===== src/rtl/i2c_seg_mux_controller.sv =====
// rtl/i2c_seg_mux_controller.sv - write-only I2C target driving a multiplexed 7-segment display
// Optional feature macro: HEX_DECODE_EN (hex-to-7-segment decode of digit bits 3:0)
module i2c_seg_mux_controller #(
    parameter logic [6:0]  I2C_ADDR    = 7'h42,
    parameter int          NUM_DIGITS  = 4,
    parameter logic [23:0] REFRESH_DIV = 24'd10_000
) (
    input  logic                  clk,
    input  logic                  rst_n,
    input  logic                  scl_in,
    input  logic                  sda_in,
    output logic                  sda_oe,
    output logic [6:0]            seg_out,
    output logic                  dp_out,
    output logic [NUM_DIGITS-1:0] dig_sel,
    output logic                  busy
);
    localparam int PW = (NUM_DIGITS > 1) ? $clog2(NUM_DIGITS) : 1;

    typedef enum logic [2:0] {
        S_IDLE, S_ADDR, S_ADDR_ACK, S_PTR, S_PTR_ACK, S_DATA, S_DATA_ACK, S_IGNORE
    } state_t;

    logic [2:0]  scl_sync_q, scl_sync_d, sda_sync_q, sda_sync_d;
    logic [1:0]  warm_q, warm_d;
    logic        ev_ok;
    logic        scl_rise_q, scl_rise_d, scl_fall_q, scl_fall_d;
    logic        start_q, start_d, stop_q, stop_d;
    state_t      state_q, state_d;
    logic [3:0]  bit_cnt_q, bit_cnt_d;
    logic [7:0]  shift_q, shift_d;
    logic [PW-1:0] ptr_q, ptr_d, idx_q, idx_d;
    logic        oe_q, oe_d;
    logic [7:0]  dig_q [NUM_DIGITS];
    logic [7:0]  dig_d [NUM_DIGITS];
    logic [23:0] cnt_q, cnt_d;
    logic [6:0]  seg_q, seg_d;
    logic        dp_q, dp_d;
    logic [NUM_DIGITS-1:0] dig_sel_q, dig_sel_d;
    logic [7:0]  cur;

`ifdef HEX_DECODE_EN
    function automatic logic [6:0] hex7(input logic [3:0] v);
        case (v)
            4'h0: hex7 = 7'h3F; 4'h1: hex7 = 7'h06; 4'h2: hex7 = 7'h5B; 4'h3: hex7 = 7'h4F;
            4'h4: hex7 = 7'h66; 4'h5: hex7 = 7'h6D; 4'h6: hex7 = 7'h7D; 4'h7: hex7 = 7'h07;
            4'h8: hex7 = 7'h7F; 4'h9: hex7 = 7'h6F; 4'hA: hex7 = 7'h77; 4'hB: hex7 = 7'h7C;
            4'hC: hex7 = 7'h39; 4'hD: hex7 = 7'h5E; 4'hE: hex7 = 7'h79; default: hex7 = 7'h71;
        endcase
    endfunction
`endif

    // Edge flags stay quiet until the sync chain holds real pin levels, so reset
    // release in the middle of a bus transfer cannot fake a START or STOP.
    always_comb begin
        scl_sync_d = {scl_sync_q[1:0], scl_in};
        sda_sync_d = {sda_sync_q[1:0], sda_in};
        warm_d     = (warm_q == 2'd3) ? warm_q : warm_q + 2'd1;
        ev_ok      = (warm_q == 2'd3);
        scl_rise_d = ev_ok &  scl_sync_q[1] & ~scl_sync_q[2];
        scl_fall_d = ev_ok & ~scl_sync_q[1] &  scl_sync_q[2];
        start_d    = ev_ok & scl_sync_q[1] & scl_sync_q[2] & ~sda_sync_q[1] &  sda_sync_q[2];
        stop_d     = ev_ok & scl_sync_q[1] & scl_sync_q[2] &  sda_sync_q[1] & ~sda_sync_q[2];
    end

    always_comb begin
        state_d   = state_q;
        bit_cnt_d = bit_cnt_q;
        shift_d   = shift_q;
        ptr_d     = ptr_q;
        oe_d      = oe_q;
        dig_d     = dig_q;
        if (stop_q) begin
            state_d = S_IDLE;
            oe_d    = 1'b0;
        end else if (start_q) begin
            state_d   = S_ADDR;
            bit_cnt_d = 4'd0;
            oe_d      = 1'b0;
        end else begin
            case (state_q)
                S_ADDR, S_PTR, S_DATA: begin
                    if (scl_rise_q && bit_cnt_q != 4'd8) begin
                        shift_d   = {shift_q[6:0], sda_sync_q[2]};
                        bit_cnt_d = bit_cnt_q + 4'd1;
                    end else if (scl_fall_q && bit_cnt_q == 4'd8) begin
                        bit_cnt_d = 4'd0;
                        state_d   = S_IGNORE;
                        if (state_q == S_ADDR) begin
                            if (shift_q[7:1] == I2C_ADDR && !shift_q[0]) begin
                                state_d = S_ADDR_ACK;
                                oe_d    = 1'b1;
                            end
                        end else if (state_q == S_PTR) begin
                            if (int'(shift_q) < NUM_DIGITS) begin
                                ptr_d   = shift_q[PW-1:0];
                                state_d = S_PTR_ACK;
                                oe_d    = 1'b1;
                            end
                        end else begin
                            dig_d[ptr_q] = shift_q;
                            ptr_d   = (ptr_q == PW'(NUM_DIGITS - 1)) ? '0 : ptr_q + PW'(1);
                            state_d = S_DATA_ACK;
                            oe_d    = 1'b1;
                        end
                    end
                end
                S_ADDR_ACK, S_PTR_ACK, S_DATA_ACK: begin
                    if (scl_fall_q) begin
                        oe_d      = 1'b0;
                        bit_cnt_d = 4'd0;
                        state_d   = (state_q == S_ADDR_ACK) ? S_PTR : S_DATA;
                    end
                end
                default: ;
            endcase
        end
    end

    always_comb begin
        cnt_d     = (cnt_q == REFRESH_DIV - 24'd1) ? 24'd0 : cnt_q + 24'd1;
        idx_d     = idx_q;
        if (cnt_q == REFRESH_DIV - 24'd1)
            idx_d = (idx_q == PW'(NUM_DIGITS - 1)) ? '0 : idx_q + PW'(1);
        cur       = dig_q[idx_q];
`ifdef HEX_DECODE_EN
        seg_d     = hex7(cur[3:0]);
`else
        seg_d     = cur[6:0];
`endif
        dp_d      = cur[7];
        dig_sel_d = '0;
        dig_sel_d[idx_q] = 1'b1;
    end

    always_ff @(posedge clk or negedge rst_n) begin
        if (!rst_n) begin
            scl_sync_q <= '1;
            sda_sync_q <= '1;
            warm_q     <= '0;
            scl_rise_q <= 1'b0;
            scl_fall_q <= 1'b0;
            start_q    <= 1'b0;
            stop_q     <= 1'b0;
            state_q    <= S_IDLE;
            bit_cnt_q  <= '0;
            shift_q    <= '0;
            ptr_q      <= '0;
            oe_q       <= 1'b0;
            for (int i = 0; i < NUM_DIGITS; i++) dig_q[i] <= '0;
            cnt_q      <= '0;
            idx_q      <= '0;
            seg_q      <= '0;
            dp_q       <= 1'b0;
            dig_sel_q  <= NUM_DIGITS'(1);
        end else begin
            scl_sync_q <= scl_sync_d;
            sda_sync_q <= sda_sync_d;
            warm_q     <= warm_d;
            scl_rise_q <= scl_rise_d;
            scl_fall_q <= scl_fall_d;
            start_q    <= start_d;
            stop_q     <= stop_d;
            state_q    <= state_d;
            bit_cnt_q  <= bit_cnt_d;
            shift_q    <= shift_d;
            ptr_q      <= ptr_d;
            oe_q       <= oe_d;
            dig_q      <= dig_d;
            cnt_q      <= cnt_d;
            idx_q      <= idx_d;
            seg_q      <= seg_d;
            dp_q       <= dp_d;
            dig_sel_q  <= dig_sel_d;
        end
    end

    assign sda_oe  = oe_q;
    assign seg_out = seg_q;
    assign dp_out  = dp_q;
    assign dig_sel = dig_sel_q;
    assign busy    = (state_q == S_ADDR_ACK) || (state_q == S_PTR) || (state_q == S_PTR_ACK) ||
                     (state_q == S_DATA) || (state_q == S_DATA_ACK);
endmodule

===== config.mk =====
export PLATFORM = sky130hd
export DESIGN_NAME = i2c_seg_mux_controller
export DESIGN_NICKNAME = d
export VERILOG_FILES = /design/src/rtl/i2c_seg_mux_controller.sv
export SDC_FILE = /design/constraint.sdc
export NUM_CORES = 1
export LEC_CHECK = 0
export ABC_AREA = 1
export CORE_MARGIN = 3
export CORE_UTILIZATION = 60
export DETAILED_ROUTE_END_ITERATION = 6
export GPL_ROUTABILITY_DRIVEN = 0
export PLACE_DENSITY = 0.9
export SLEW_MARGIN = 20
export SYNTH_ARGS = -nofsm -noshare
export SYNTH_HDL_FRONTEND = slang
export SYNTH_SLANG_ARGS = --single-unit

===== constraint.sdc =====
create_clock -name clk -period 2.4 [get_ports clk]
set_input_delay 0.48 -clock clk [delete_from_list [all_inputs] [get_ports clk]]
set_output_delay 0.48 -clock clk [all_outputs]
set_load 0.01 [all_outputs]

==> qor.tcl <==
set qor(outcome) {finished, final reports clean}
set qor(dp.final_hpwl_um) 6970
set qor(route.final.wire_length_um) 9830
set qor(hold_violations_final) 0
set qor(ctsRootBufferMaster) {sky130_fd_sc_hd__clkbuf_8}
set qor(worstPathMaxFanout) 9
set qor(remaining_drc_errors) 0
set qor(worst_pin_slew_ns) 0.615
set qor(largest_net_degree_at_the_start_of_global_routing) 50
set qor(worstPathArrival_ns) 1.79
set qor(worstSetupStartpointType) {register}
set qor(post_synth_instance_area_mm2) 0.00481
set qor(yosys-mux-area-fraction_pct) 0.234
set qor(cp_cell_sequence) {inv_1, o21ai_0, nand2_1, clkdlybuf4s50_1}
set qor(yosys_warnings) 0
set qor(worst_case_clock_skew_ns) 0.0131
set qor(power-per-cell-area_mw_per_mm2) 748
set qor(die_width_um) 95.5
set qor(synth_top_family_by_area) {simple AND/OR/NAND/NOR gates}
set qor(numPlacedInstances) 664
set qor(yosys.area_share.adder_pct) 3.12
set qor(slowest_stage_delay_on_critical_path_ns) 0.51
set qor(io_pins) 18
set qor(max-cap-violations) 0
set qor(die_area_mm2) 0.00912
set qor(h-tree-depth) 3
set qor(worst-r2r-setup-slack_ns) 0.47
set qor(fin_setup_tns_ns) 0
set qor(max_transition_margin_pct) 59.0
set qor(leakagePower_nw) 2.59
set qor(drt_first_pass_iters) 7
set qor(rr_startpoint) {bit_cnt_q[0]}
set qor(post_route_cells_drive_above_1_share_pct) 10.0
set qor(hp_class) {input port to asynchronous set/reset pin}
set qor(r2r_cells) 11
set qor(critPathCaptureType) {output port}
set qor(multiInputGateArea_mm2) 0.00197
set qor(grt_first_pass_wirelength_um) 17200
set qor(min_period_over_period_pct) 94.4
set qor(final_antenna_net_count) 0
set qor(post_synth_and_or_nand_nor_area_fraction_pct) 25.2
set qor(start_util_pct) 61.9
set qor(tritoncts) {done}
set qor(clock_insertion_delay_worst_skew_ns) 0.37
set qor(synth-compound-area-share_pct) 9.76
set qor(timing_max_transition_violations_final) 0
set qor(required_ns) 1.92
set qor(grt_setup_unrepaired) {false}
set qor(setup_viol) 0
set qor(cts_resized) 0
set qor(cts-buffers-inserted) 9
set qor(regToRegEndpoint) {sda_oe}
set qor(average_vias_per_placed_instance) 5.61
set qor(area_growth_syn_to_layout_pct) 10.4
set qor(placeableCoreArea_mm2) 0.00777
set qor(post-layout-total-power_mw) 3.97
set qor(drtIter0Drc) 245
set qor(synth_xor_xnor_area_share_pct) 2.73
set qor(max_clock_freq_mhz) 441
set qor(vias_in_the_first_global_route) 3772
set qor(cts_sinks) 100
set qor(timing.final.crit_period_ns) 2.27
set qor(syn-instance-count) 551
set qor(vias) 3812
set qor(die_h_um) 95.5
set qor(rows) 32
set qor(globalRouteTotalUtil_pct) 24.1
set qor(detail_route.wl_per_cell_um) 14.5
set qor(cts_max_path_buffers) 2
set qor(antenna_found_initial) 0
set qor(nFillCells) 580
set qor(layout.nets) 589
set qor(seq_area_mm2) 0.00251
set qor(cts_hold_repair.buffers) 0
set qor(synth_seq_area_share_pct) 52.3
set qor(antenna_cells) 0
set qor(clock_transition_at_path_regs_ns) 0.10
set qor(layout.cells.non_filler) 680
set qor(critPathKind) {register to output port}
set qor(placement.io_buffers) 17
set qor(timing.critical_path.slowest_stage_cell) {sky130_fd_sc_hd__dfrtp_1}
set qor(synthesized_nets) 567
set qor(max-vdd-ir-drop_mv) 0.625
set qor(number_of_register_bits_inferred_by_synthesis) 100
set qor(synth_cell_type_count) 30
set qor(cts_setup_buffers) 0
set qor(postSynthAreaPerCell_um2) 8.72
set qor(overflow) 0
==> registers in the layout (all words and copies together) (netlist names) <==
register,count
bit_cnt_q,4
cnt_q,24
dig_q,32
dig_sel,4
dp_out,1
idx_q,2
ptr_q,2
scl_fall_q,1
scl_rise_q,1
scl_sync_q,3
sda_oe,1
sda_sync_q,3
seg_out,7
shift_q,8
start_q,1
state_q,3
stop_q,1
warm_q,2
==> worst max-delay path: cells and delay by family (launching register included) <==
| kind | cells | cell delay (ns) |
|---|---|---|
| AND/OR/NAND/NOR | 1 | 0.09 |
| AO/OA/AOI/OAI | 1 | 0.24 |
| buffers and inverters | 2 | 0.58 |
| flip-flops | 1 | 0.51 |
==> per-layer routing <==
metal,routed length [um],track usage (%)
met1,4170,30.9
met4,156,8.65
met5,0,0
met2,4950,41.0
met3,546,4.58
==> cells in the mapped netlist (all sizes together) <==
| master | count | area [um2] |
|---|---|---|
| nand2 | 139 | 534 |
| dfrtp | 93 | 2330 |
| nor2 | 68 | 272 |
| inv | 67 | 251 |
| o21ai | 66 | 390 |
| nand3 | 35 | 225 |
| nand4 | 13 | 96.3 |
| ha | 12 | 150 |
| xor2 | 10 | 87.6 |
| o22ai | 8 | 50.1 |
| dfstp | 7 | 184 |
| nor3 | 7 | 46.3 |
| buf | 6 | 56.3 |
| xnor2 | 5 | 43.8 |
| clkbuf | 4 | 15.0 |
| nand3b | 4 | 30.0 |
| a21oi | 3 | 15.0 |
| a31oi | 1 | 6.26 |
| mux2 | 1 | 11.3 |
| o31ai | 1 | 7.51 |
| or2 | 1 | 6.26 |
==> logic make-up after synthesis <==
family	Yosys count
compound gates	79
xor+xnor	15
fa+ha+maj	12
buf+inv	77
flops	100
mux	1
simple gates	267
==> final cells by class <==
class	instances	area share, %
sequential	100	47.3
multi-input combinational	374	37.2
inverter	67	4.74
timing repair buffer	21	3.96
tap	102	2.41
clock buffer	9	2.33
clock inverter	7	2.05
==> through the flow <==
stage	area [um2]	hold slack (ns)	setup WS, ns	util (%)
3_3_place_gp	5070	0.347	0.621	65.3
5_1_grt	5310	0.140	0.0227	68.3
4_1_cts	5310	0.134	0.126	68.3
6_report	5310	0.112	0.134	68.3
2_1_floorplan	4810	0.184	0.738	-
3_5_place_dp	5070	0.348	0.505	65.3
==> worst max-delay path by stage <==
stage                       startpoint         to  slack, ns  cells after the start
after floorplan           bit_cnt_q[0]   dig_q[5]       0.74                      8
after global placement    bit_cnt_q[0]  dig_q[21]       0.62                      7
after detailed placement  bit_cnt_q[0]   dig_q[0]       0.50                      7
after CTS                   state_q[0]       busy       0.13                      4
after global routing        state_q[0]       busy       0.02                      4
final                       state_q[0]       busy       0.13                      4
==> report_power, final <==
group	leakage (nW)	switching, mW	internal (mW)
clock	0.117	0.628	0.607
sequential	1.33	0.109	1.79
combinational	1.14	0.574	0.263
total	2.59	1.31	2.66
==> cells in the final DEF, fill, tap and decap left out, types with 6 or more instances in the layout <==
master / instances
sky130_fd_sc_hd__clkbuf_8: 9
sky130_fd_sc_hd__clkdlybuf4s50_1: 16
sky130_fd_sc_hd__dfrtp_1: 93
sky130_fd_sc_hd__dfstp_2: 7
sky130_fd_sc_hd__ha_1: 12
sky130_fd_sc_hd__inv_1: 67
sky130_fd_sc_hd__nand2_1: 134
sky130_fd_sc_hd__nand3_1: 31
sky130_fd_sc_hd__nand4_1: 12
sky130_fd_sc_hd__nor2_1: 67
sky130_fd_sc_hd__nor3_1: 6
sky130_fd_sc_hd__o21ai_0: 33
sky130_fd_sc_hd__o21ai_1: 17
sky130_fd_sc_hd__o21ai_2: 16
sky130_fd_sc_hd__o22ai_1: 8
sky130_fd_sc_hd__xor2_1: 10
(Power assumes the default switching activity.)
